===== src/rtl/spi_word_master.sv =====
// spi_word_master
//   SPI master that serialises DATA_W-bit words onto mosi while capturing miso
//   in full duplex. It supports all four CPOL/CPHA modes and drives an
//   active-low slave select. Words arrive over a valid/ready handshake.
//   Completion is reported with a one-cycle done pulse, and a killed frame is
//   reported with a one-cycle aborted pulse.
//
// Ports
//   clk, rst           clock (rising edge), synchronous active-high reset
//   tx_data, tx_valid  word to send and its valid flag
//   tx_ready           high while IDLE (combinational, low during rst)
//   abort              terminate the frame in progress
//   rx_data            word captured from miso, updated together with done
//   done, aborted      one-cycle completion / abort pulses
//   busy               high from accept until the return to IDLE
//   ss_n, sclk, mosi   SPI outputs (all registered)
//   miso               SPI input (already synchronised upstream)

module spi_word_master #(
  parameter int DATA_W    = 8,
  parameter int DIV       = 4,
  parameter int CPOL      = 0,
  parameter int CPHA      = 0,
  parameter int MSB_FIRST = 1,
  parameter int GAP_CYC   = 2
) (
  input  logic              clk,
  input  logic              rst,
  input  logic [DATA_W-1:0] tx_data,
  input  logic              tx_valid,
  output logic              tx_ready,
  input  logic              abort,
  output logic [DATA_W-1:0] rx_data,
  output logic              done,
  output logic              aborted,
  output logic              busy,
  output logic              ss_n,
  output logic              sclk,
  output logic              mosi,
  input  logic              miso
);

  localparam int CNT_MAX = (DIV > GAP_CYC) ? DIV : GAP_CYC;
  localparam int CNT_W   = $clog2(CNT_MAX + 1);
  localparam int HALF_W  = $clog2(2 * DATA_W + 1);

  localparam logic              SCLK_IDLE = (CPOL != 0);
  localparam logic [CNT_W-1:0]  DIV_LAST  = CNT_W'(DIV - 1);
  localparam logic [CNT_W-1:0]  GAP_LAST  = CNT_W'(GAP_CYC - 1);
  localparam logic [HALF_W-1:0] HALF_LAST = HALF_W'(2 * DATA_W - 1);

  typedef enum logic [2:0] {
    IDLE,
    SETUP,
    SHIFT,
    HOLD,
    GAP
  } state_t;

  state_t              state;
  logic [CNT_W-1:0]    cnt;
  logic [HALF_W-1:0]   half;
  logic [DATA_W-1:0]   tx_sh;
  logic [DATA_W-1:0]   rx_sh;
  logic                sample_now;

  // Bit-order helpers: the same order is used for sending and assembling, so
  // a loopback returns the transmitted word unchanged.
  function automatic logic first_bit(input logic [DATA_W-1:0] w);
    return (MSB_FIRST != 0) ? w[DATA_W-1] : w[0];
  endfunction

  function automatic logic [DATA_W-1:0] shift_out(input logic [DATA_W-1:0] w);
    return (MSB_FIRST != 0) ? {w[DATA_W-2:0], 1'b0} : {1'b0, w[DATA_W-1:1]};
  endfunction

  function automatic logic [DATA_W-1:0] shift_in(input logic [DATA_W-1:0] w,
                                                  input logic b);
    return (MSB_FIRST != 0) ? {w[DATA_W-2:0], b} : {b, w[DATA_W-1:1]};
  endfunction

  assign tx_ready = (state == IDLE) && !rst;

  // Even half-periods end on a leading sclk edge and odd ones on a trailing edge.
  // CPHA=0 samples on leading edges; CPHA=1 samples on trailing edges.
  assign sample_now = (CPHA == 0) ? !half[0] : half[0];

  // The frame sequencer and every registered output. done and aborted default
  // low, so each one lasts exactly the one cycle in which it is set.
  always_ff @(posedge clk) begin
    if (rst) begin
      state   <= IDLE;
      cnt     <= '0;
      half    <= '0;
      tx_sh   <= '0;
      rx_sh   <= '0;
      rx_data <= '0;
      done    <= 1'b0;
      aborted <= 1'b0;
      busy    <= 1'b0;
      ss_n    <= 1'b1;
      sclk    <= SCLK_IDLE;
      mosi    <= 1'b0;
    end else begin
      done    <= 1'b0;
      aborted <= 1'b0;
      // abort is checked first so that it takes priority over a frame ending in the same cycle.
      if (abort && (state inside {SETUP, SHIFT, HOLD})) begin
        state   <= GAP;
        cnt     <= '0;
        ss_n    <= 1'b1;
        sclk    <= SCLK_IDLE;
        mosi    <= 1'b0;
        aborted <= 1'b1;
      end else begin
        case (state)
          IDLE: begin
            if (tx_valid && tx_ready) begin
              state <= SETUP;
              cnt   <= '0;
              ss_n  <= 1'b0;
              busy  <= 1'b1;
              rx_sh <= '0;
              // CPHA=0 presents the first bit before the first (sampling) edge.
              if (CPHA == 0) begin
                mosi  <= first_bit(tx_data);
                tx_sh <= shift_out(tx_data);
              end else begin
                mosi  <= 1'b0;
                tx_sh <= tx_data;
              end
            end
          end
          SETUP: begin
            if (cnt == DIV_LAST) begin
              state <= SHIFT;
              cnt   <= '0;
              half  <= '0;
            end else begin
              cnt <= cnt + 1'b1;
            end
          end
          SHIFT: begin
            if (cnt == DIV_LAST) begin
              cnt  <= '0;
              sclk <= ~sclk;
              if (sample_now) begin
                rx_sh <= shift_in(rx_sh, miso);
              end else if (half != HALF_LAST) begin
                // The final trailing edge in CPHA=0 has no next bit, so mosi holds.
                mosi  <= first_bit(tx_sh);
                tx_sh <= shift_out(tx_sh);
              end
              if (half == HALF_LAST) begin
                state <= HOLD;
              end else begin
                half <= half + 1'b1;
              end
            end else begin
              cnt <= cnt + 1'b1;
            end
          end
          HOLD: begin
            if (cnt == DIV_LAST) begin
              state   <= GAP;
              cnt     <= '0;
              ss_n    <= 1'b1;
              mosi    <= 1'b0;
              done    <= 1'b1;
              rx_data <= rx_sh;
            end else begin
              cnt <= cnt + 1'b1;
            end
          end
          GAP: begin
            if (cnt == GAP_LAST) begin
              state <= IDLE;
              cnt   <= '0;
              busy  <= 1'b0;
            end else begin
              cnt <= cnt + 1'b1;
            end
          end
          default: state <= IDLE;
        endcase
      end
    end
  end

endmodule


===== config.mk =====
export PLATFORM = sky130hd
export DESIGN_NAME = spi_word_master
export DESIGN_NICKNAME = d
export VERILOG_FILES = /design/src/rtl/spi_word_master.sv
export SDC_FILE = /design/constraint.sdc
export NUM_CORES = 1
export LEC_CHECK = 0
export CAP_MARGIN = 10
export CELL_PAD_IN_SITES_DETAIL_PLACEMENT = 2
export CELL_PAD_IN_SITES_GLOBAL_PLACEMENT = 2
export CORE_AREA = 8 8 88 90
export DETAILED_ROUTE_END_ITERATION = 16
export DIE_AREA = 0 0 96 98
export PLACE_DENSITY_LB_ADDON = 0.08
export SLEW_MARGIN = 20
export SYNTH_ARGS = -nofsm -noshare
export SYNTH_HDL_FRONTEND = slang
export SYNTH_SLANG_ARGS = --single-unit

===== constraint.sdc =====
create_clock -name clk -period 2.43 [get_ports clk]
set_clock_uncertainty 0.1 [all_clocks]
set_input_delay 0.486 -clock clk [delete_from_list [all_inputs] [get_ports clk]]
set_output_delay 0.486 -clock clk [all_outputs]
set_load 0.02 [all_outputs]

==> run metrics, run 1 <==
YS warnings 0; hpwl dp approximately 4 mm; Chip Width approximately 96 um; Post-Synth Adder-Cell Area 3.72%; antenna-violating nets left 0; fin. max-slew vios 0; cts hold-fix bufs 0; htree depth 2; final std cells w/o fill 328; top-area cell type share of the netlist area between 30% and 40%; hold path startpoint rx_sh[5]$_SDFFE_PP0P_; Syn Inst Count 218; die area 9410 um^2; most frequent cells in the layout dfxtp_1 (40), clkdlybuf4s50_1 (26), nor2_1 (20); dominant cell type by area after synthesis dfxtp_1; compound-gate portion of the synthesized area 21.1%; DR pass1 iterations 4; Max-slew headroom approximately two thirds; ys async rst share 0%; share of cells above drive strength 1 13.3%; endpoints failing setup 0; simple-gate area share of the yosys netlist between 10% and 20%; largest family of logic cells by synthesized area compound AO/OA/AOI/OAI gates; largest cells by area after synthesis dfxtp_1 (40%), mux2i_1 (7.9%), a21oi_1 (4.0%), ha_1 (3.7%), nor2_1 (3.7%); status finished, final reports clean; count of cell types in the netlist 49; register area around 800 um^2; leakage ~0.94 nW; Final nets around 270; Inserted Clock Buffers 5; setup TNS 0 ns; FILL cells between 700 and 800; Hold Path End rx_sh[5]$_SDFFE_PP0P_; initial antenna violation count 0; first-pass GRT wire length approximately 9 mm; GRT Total Usage 12.3%; vias in the first global route 1818; Routed WL per cell roughly 17 um; P&R area growth vs syn 21.4%; Hold WS ~0.38 ns; r2r endpoint state[1]$_SDFFE_PP0P_; max-capacitance violation count 0; sequential share of the synthesized area 39.7%; GR Overflow Total 0; Primary FF master, synth dfxtp_1; CP Class input pin to flop; fin crit period around 2.2 ns; mux share of post-synthesis cell area approximately 8.5%; Root Buffer clkbuf_8; crit end category flop; VDD IR-drop max about 270 uV; syn nets about 240; maximum clock frequency around 450 MHz; placed cells 320; Post-CTS Resized 1; # clock sinks 40; Mapped Area 2020 um^2; reg2reg path depth 7; DIE HEIGHT 98 um; Clock Tree Buf Depth 2; worst skew pair latency approximately 0.29 ns; Mean Syn Cell Area between 9 and 10 um^2; Slew @ Worst Pin slightly above 0.5 ns; EDFF count, synth 0; Initial Utilization roughly 31%; setup slack after layout ~0.23 ns; R2R setup slack about 0.24 ns; r2r startpoint half[0]$_SDFFE_PP0P_; CTS tree yes; clk slew on worst S/H paths about 0.080 ns; Multi-input gate area 1080 um^2; largest net degree at the start of global routing 36; Tcrit/Tclk final approximately nine tenths; CP startpoint kind input pin; Core Box Area ~6500 um^2; DRC 0; pwr dens ~790 nW/um^2; endpoints failing hold 0; RSZ-0062 raised after global routing false; CP Max Fanout 35; Vias around 1700; port bufs 27; Worst Hold Depth 2; GPL Wtd Cong 0.827; row cnt 30; Yosys reg bits 40; I/O pins 28; postcts setup bufs 0; crit path DAT around 2.3 ns; 1st-iter DRT viols 43; most common cell after layout, fill and taps aside dfxtp_1; Routed WL about 5.4 mm; vias per inst 5.17; fin util between 30% and 40%; n_diodes 0; worst slack, placed -0.0842 ns; fraction of synthesized cell area in xor and xnor cells around 1.7%; Worst Path Required around 2.6 ns; Hold Path Class flop to flop
## worst max-delay path: stages
cell and delay [ns]:
clkdlybuf4s50_1 0.49, buf_4 0.35, nand2b_1 0.30, a22oi_1 0.13, a2111oi_0 0.42, a41o_1 0.15
## worst max-delay path by stage
stage	start	cells after the start	slack, ns	to
after global placement	rst	3	0.005	tx_ready
final	rst	6	0.23	state[1]$_SDFFE_PP0P_
after detailed placement	rst	3	-0.08	tx_ready
after global routing	half[0]$_SDFFE_PP0P_	7	0.12	state[1]$_SDFFE_PP0P_
after CTS	rst	6	0.22	state[1]$_SDFFE_PP0P_
after floorplan	state[0]$_SDFFE_PP0P_	3	0.43	tx_ready
## logic make-up after synthesis
group,after synthesis
simple gates,75
compound gates,54
flops,40
buf+inv,22
mux,17
fa+ha+maj,6
xor+xnor,4
## sequential cells by signal (all words and copies together) (netlist names)
| signal | flops |
|---|---|
| sclk | 1 |
| state | 3 |
| ss_n | 1 |
| cnt | 3 |
| rx_data | 8 |
| busy | 1 |
| mosi | 1 |
| tx_sh | 7 |
| done | 1 |
| half | 5 |
| rx_sh | 8 |
| aborted | 1 |
## synth_stat cells (2+ instances only)
master	n
dfxtp_1	40
nor2_1	20
a21oi_1	16
mux2i_1	16
nand2_1	15
nand3_1	11
nor2b_1	7
a311oi_1	6
ha_1	6
inv_1	6
and3_1	5
buf_6	5
clkbuf_1	5
o21ai_0	5
nand2b_1	4
xor2_1	4
a21oi_2	3
buf_4	3
nor3_1	3
nor3b_1	3
a22oi_1	2
buf_2	2
nor4_1	2
o211ai_1	2
o21ba_2	2
o21bai_1	2
## through the flow
stage          instance area [um^2]  total power [mW]
6_report                       2450              1.94
5_1_grt                        2450              2.08
4_1_cts                        2450              1.98
3_5_place_dp                   2360              1.51
3_3_place_gp                   2360              1.47
2_1_floorplan                  2020              1.28
## layout make-up
| cell class | instances | area share [%] |
|---|---|---|
| well taps | 80 | 4.09 |
| clock buffers | 6 | 3.37 |
| flip-flops and latches | 40 | 32.7 |
| clock inverters | 2 | 0.409 |
| repair buffers | 38 | 14.4 |
| multi-input cells | 156 | 44.1 |
| inverters | 6 | 0.920 |
## report_power, final
| part | leakage (nW) | switching, mW | total, mW | internal, mW |
|---|---|---|---|---|
| Sequential | 0.324 | 0.0400 | 0.759 | 0.719 |
| Clock | 0.0510 | 0.236 | 0.463 | 0.227 |
| Combinational | 0.566 | 0.403 | 0.718 | 0.315 |
## metal layers
| layer | share of wire, % | vias to the layer above | global-route usage, % | wire length, um |
|---|---|---|---|---|
| met4 | 1.0 | 0 | 3.20 | 54 |
| met1 | 45 | 842 | 15.7 | 2450 |
| met2 | 50 | 17 | 19.6 | 2740 |
| li1 | - | 831 | - | - |
| met5 | 0 | - | 0 | 0 |
| met3 | 3.4 | 5 | 3.07 | 184 |
Note: power is estimated with default switching activity, not from simulation.
==> run 2, diff against run 1 <==
HOLD_SLACK_MARGIN = 0.06   (was default)
==> results of run 2 <==
The final DEF is identical to that of run 1; final timing and power are the same.
==> run 3, diff against run 2 <==
CTS_CLUSTER_DIAMETER = 50   (was default)
==> results of run 3 <==
The final DEF is identical to that of run 1; final timing and power are the same.
==> RTL edit 1: new RTL, config.mk and constraints of run 2 <==
Set the parameter `CPHA` to 1 (it was 0). Comments in the files are not updated.
--- a/src/rtl/spi_word_master.sv
+++ b/src/rtl/spi_word_master.sv
@@ -20,7 +20,7 @@
   parameter int DATA_W    = 8,
   parameter int DIV       = 4,
   parameter int CPOL      = 0,
-  parameter int CPHA      = 0,
+  parameter int CPHA      = 1,
   parameter int MSB_FIRST = 1,
   parameter int GAP_CYC   = 2
 ) (
Behaviour: not the same (a bounded check fails within 4 cycles, from zero or initial values and one cycle with rst high).
==> RTL edit 1 against run 2 <==
  * Design area up 4.9%
  * Sequential cell count grew 1
  * Via count up 1.6%
  * Area after synthesis shrank 1.8%
  * Hold slack better by 0.00070 ns
  * Routed wire length increased by 8.1%
  * Worst setup slack got worse by 0.18 ns
  * Critical path depth is 2 higher
  * Synthesized cell count down 1.8%
  * Register-to-register slack got worse by 0.19 ns
  * Count of clock-buffer cells in the layout unchanged
Power is not compared: it rests on default switching activity, and its combinational part moved more than twofold at a synthesized area within 25%.
==> RTL edit 1: results (changes against run 2) <==
synth:
  ys.flop_type: "dfxtp_1"
  synthesis.nets: 233  # -1.7%
  yosys-top-cells-count: "41 x dfxtp_1, 22 x nor2_1, 17 x a21oi_1, 17 x nand2b_1, 15 x mux2i_1"
  synthDistinctLibCells: 42  # -14%
  yosysSeqAreaShare_pct: 41.47  # +1.7 points
  async_flop_share_pct: 0  # unchanged
  syn_inst: 214  # -1.8%
  synthTopCellsByArea: "dfxtp_1 41%, mux2i_1 7.6%, nand2b_1 5.4%"
  synth_warnings: 0  # unchanged
place:
  gp_congestion: 0.7420  # -10%
  hpwl_microns: 4294  # +6.6%
  dp.cells: 322  # +0.63%
  placed_area_sq_um: 2400  # +1.9%
clocking:
  clk_pin_slew_ns: 0.09
  worstSkewPairLatency_ns: 0.30
  htree_levels: 2  # unchanged
  cts_buffers: 5  # unchanged
  clock_path_buffers: 2  # unchanged
  post_cts_resized: 3  # +2
  post_cts.repair.setup_buffers: 1  # +1
  cts-root-buf: "clkbuf_8"
status:
  status: "complete, no violations"
worst_setup_path:
  cp_max_fo: 8  # -77%
  critPathArrivalTime_ns: 2.48  # +0.15 ns
sta:
  hold_violations: 0  # unchanged
  max-slew-margin-rel_pct: 61.34  # -4.8 points
cells_and_area:
  drive_gt1_share_pct: 17.32  # +4.0 points
  finalNetCount: 272  # +2.3%
  num-fill-cells: 712  # -6.1%
  largest_registers: "rx_data (8), rx_sh (8), tx_sh (8)"
  stdcell_count: 334  # +1.8%
global_routing:
  antenna_found_initial: 0  # unchanged
  grt_start_max_net_pins: 29  # -19%
  grt_pass1_wl_microns: 9749  # +5.4%
  grt_pass1_vias: 1972  # +8.5%
  grtUsageTotal_pct: 13.01  # +0.75 points
routing:
  via_per_inst: 5.156  # -0.23%
  dr.first_iter.drc_count: 55  # +28%
  wl_per_cell_microns: 17.57  # +6.2%
power_and_ir_drop:
  p_leak_nw: 0.9103
hold_path:
  min_path_type: "register to register"
==> RTL edit 1: cell types whose count changed after synthesis, moves of 4 or more <==
| cell | change |
|---|---|
| a211oi_1 | +6 |
| a311oi_1 | -4 |
| buf_2 | +5 |
| nand2_1 | -12 |
| nand2b_1 | +13 |
| nor2b_1 | -7 |
==> RTL edit 1: cell families (layout without fill, tap and decap cells) <==
| group | Yosys count | after routing | synth area share, % |
|---|---|---|---|
| buffers and inverters | 22 | 62 | 5.562 |
| flip-flops | 41 | 41 | 41.47 |
| AND/OR/NAND/NOR | 78 | 78 | 21.43 |
| adder cells (fa/ha/maj) | 6 | 6 | 3.793 |
| XOR/XNOR | 2 | 2 | 0.8851 |
| AO/OA/AOI/OAI | 50 | 50 | 19.28 |
| multiplexers | 15 | 15 | 7.585 |
==> RTL edit 1: layer usage <==
metal,share of wire [%],vias up,global-route usage [%]
met5,0,-,0
met3,2.9,4,2.993
met2,51,25,22.23
li1,-,838,-
met1,45,855,15.69
met4,0.56,0,3.195
==> RTL edit 1: worst paths after layout <==
check / from / to / slack [ns] / cells after the start
worst min-delay path: tx_sh[0]$_SDFFE_PP0P_ / tx_sh[0]$_SDFFE_PP0P_ / 0.38 / 2
worst max register to register: half[0]$_SDFFE_PP0P_ / tx_sh[5]$_SDFFE_PP0P_ / 0.05 / 8
worst max-delay path: half[0]$_SDFFE_PP0P_ / tx_sh[5]$_SDFFE_PP0P_ / 0.05 / 8
worst min register to register: tx_sh[0]$_SDFFE_PP0P_ / tx_sh[0]$_SDFFE_PP0P_ / 0.38 / 2
==> RTL edit 1: power by group <==
| part | internal, W | switching (W) |
|---|---|---|
| combinational | 0.0000952 | 0.000100 |
| clock | 0.000231 | 0.000262 |
| sequential | 0.000692 | 0.0000163 |
==> RTL edit 1: worst max-delay path: stages (launching register included) <==
cell and delay (ns):
dfxtp_1 0.33, ha_1 0.23, and3_1 0.20, ha_2 0.21
or3b_4 0.39, a221oi_4 0.37, buf_12 0.17, nor2_1 0.05
a211oi_1 0.24
==> RTL edit 1: area by class of cell <==
class / instances / area, sq um / area share [%]
clock buffers: 6 / 82.58 / 3.216
clock inverters: 2 / 13.76 / 0.5361
flip-flops and latches: 41 / 822.0 / 32.02
inverters: 8 / 30.03 / 1.170
multi-input cells: 151 / 1077 / 41.96
well taps: 80 / 100.1 / 3.899
repair buffers: 46 / 441.7 / 17.20
==> RTL edit 1: stage by stage <==
step	worst slack, ns	setup TNS (ns)	util (%)
final	0.05000	0	39.54
after floorplan	0.1857	0	-
after detailed placement	-0.04481	-0.1058	36.96
after global placement	-0.03016	-0.03016	36.96
after global routing	-0.03613	-0.05426	39.54
after CTS	0.04323	0	38.65
==> RTL edit 2: new RTL, flow settings as in run 2 <==
Without the edit above. Reset style: asynchronous (`rst`), changed in one clocked block. Comments in the files are not updated.
--- a/src/rtl/spi_word_master.sv
+++ b/src/rtl/spi_word_master.sv
@@ -87,7 +87,7 @@
 
   // The frame sequencer and every registered output. done and aborted default
   // low, so each one lasts exactly the one cycle in which it is set.
-  always_ff @(posedge clk) begin
+  always_ff @(posedge clk or posedge rst) begin
     if (rst) begin
       state   <= IDLE;
       cnt     <= '0;
Behaviour: differs if rst is asserted again (counterexample within 4 cycles, from zero or initial values and one cycle with rst high); with rst held inactive, the same outputs for 10 cycles.
==> RTL edit 2 against run 2 <==
  * Sequential cell count did not move
  * Worst setup slack got worse by 0.036 ns
  * Area after synthesis fell by 4.0%
  * Total power fell by 0.14%
  * Fmax fell by 1.6%
  * Sequential share of layout area rose by 8.3 points
  * Via count fell by 11%
  * Global-route usage fell by 0.30 points
  * Routed wire length fell by 4.1%
  * Design area fell by 0.26%
  * Critical path type is now register to register
==> RTL edit 2: results (changes against run 2) <==
synth:
  synthDistinctLibCells: 41  # -16%
  synthTopCellsByArea: "dfrtp_1 50%, mux2_2 6.4%, nand2_1 4.5%"
  avgSynthCellArea_sq_um: 10.35  # +12%
  synthAdderAreaFrac_pct: 3.878  # +0.15 points
  yosysSeqAreaShare_pct: 51.78  # +12 points
  synthXorXnorAreaFrac_pct: 0.4525  # -1.3 points
  yosys-top-cells-count: "39 x dfrtp_1, 23 x nand2_1, 13 x nor2_1"
  synth_compound_area_share_pct: 14.80  # -6.3 points
  synthMuxAreaShare_pct: 6.917  # -1.6 points
  synthesis.nets: 206  # -13%
  async_flop_share_pct: 100.0  # +100 points
cells_and_area:
  seq_share_pct: 41.06  # +8.3 points
  n_all_buffers: 39  # +2.6%
  inv_count: 12  # +6
  nClkBuffers: 5  # -1
  num-fill-cells: 718  # -5.3%
  finalNetCount: 243  # -8.6%
  num-multi-input-gates: 126  # -19%
  buffer_area_share_pct: 14.71  # +0.34 points
  multi_input_area_share_pct: 34.70  # -9.4 points
  stdcell_count: 305  # -7.0%
  clock_area_share_pct: 3.588  # -0.20 points
  stdcell_area_sq_um: 2441  # -0.26%
  drive_gt1_share_pct: 16.89  # +3.6 points
  nFlopsAndLatches: 40  # unchanged
power_and_ir_drop:
  pwr-share-seq_pct: 45.3  # +6.2 points
  clock_net_power_w: 0.000444  # -4%
  p_sw_w: 0.0006814  # +0.31%
  max-vdd-ir-drop_uv: 340.7  # +26%
  p_leak_nw: 1.112  # +18%
  power_w: 0.001937  # -0.14%
global_routing:
  grtUsageTotal_pct: 11.96  # -0.30 points
  grt_use_met1_pct: 13.67  # -2.1 points
  grt_pass1_wl_microns: 8887  # -3.9%
  grt_util_met3_pct: 2.916  # -0.15 points
  grt_pass1_vias: 1762  # -3.1%
  grt_start_max_net_pins: 41  # +14%
  met2_usage_pct: 21.13  # +1.5 points
place:
  gp_congestion: 0.7518  # -9.1%
  dp.cells: 297  # -7.2%
  pre_cts_ws_ns: 0.001240  # +0.08542 ns
  hpwl_microns: 3814  # -5.3%
  placed_area_sq_um: 2349  # -0.32%
worst_setup_path:
  cp_max_fo: 3  # -91%
  slowest_stage: "dfrtp_1"
  cpPeakStageDelay_ns: 0.41  # -0.08 ns
  crit_family: "simple AND/OR/NAND/NOR gates"
routing:
  met2WireLength_microns: 2685  # -1.9%
  vias: 1509  # -11%
  route.met3.wl_microns: 169  # -8.2%
  drt-total-wl_microns: 5207  # -4.1%
  wl_met1_microns: 2297  # -6.3%
  dr.first_iter.drc_count: 29  # -33%
hold_path:
  min_path_type: "register to register"
status:
  status: "complete, no violations"
sta:
  max-slew-margin-rel_pct: 52.24  # -14 points
[RTL edit 2: worst paths after layout]
kind | from | endpoint | slack [ns]
worst max-delay path | half[1]$_DFFE_PP0P_ | mosi$_DFFE_PP0P_ | 0.20
worst min-delay path | ss_n$_DFFE_PP1P_ | ss_n$_DFFE_PP1P_ | 0.39
worst max register to register | half[1]$_DFFE_PP0P_ | mosi$_DFFE_PP0P_ | 0.20
worst min register to register | ss_n$_DFFE_PP1P_ | ss_n$_DFFE_PP1P_ | 0.39
max in group asynchronous | rst | busy$_DFFE_PP0P_ | 1.22
min in group asynchronous | rst | state[0]$_DFFE_PP0P_ | 0.61
[RTL edit 2: repair_timing]
item                                    4_1_cts  5_1_grt
endpoints found under the setup margin        1        1
resized for setup                             1        2
setup buffers                                 0        0
hold buffers                                  0        0
[RTL edit 2: worst min-delay path, stage by stage (launching register included)]
cell,delay (ns)
dfstp_2,0.37
o21ai_0,0.07
nand2_1,0.05
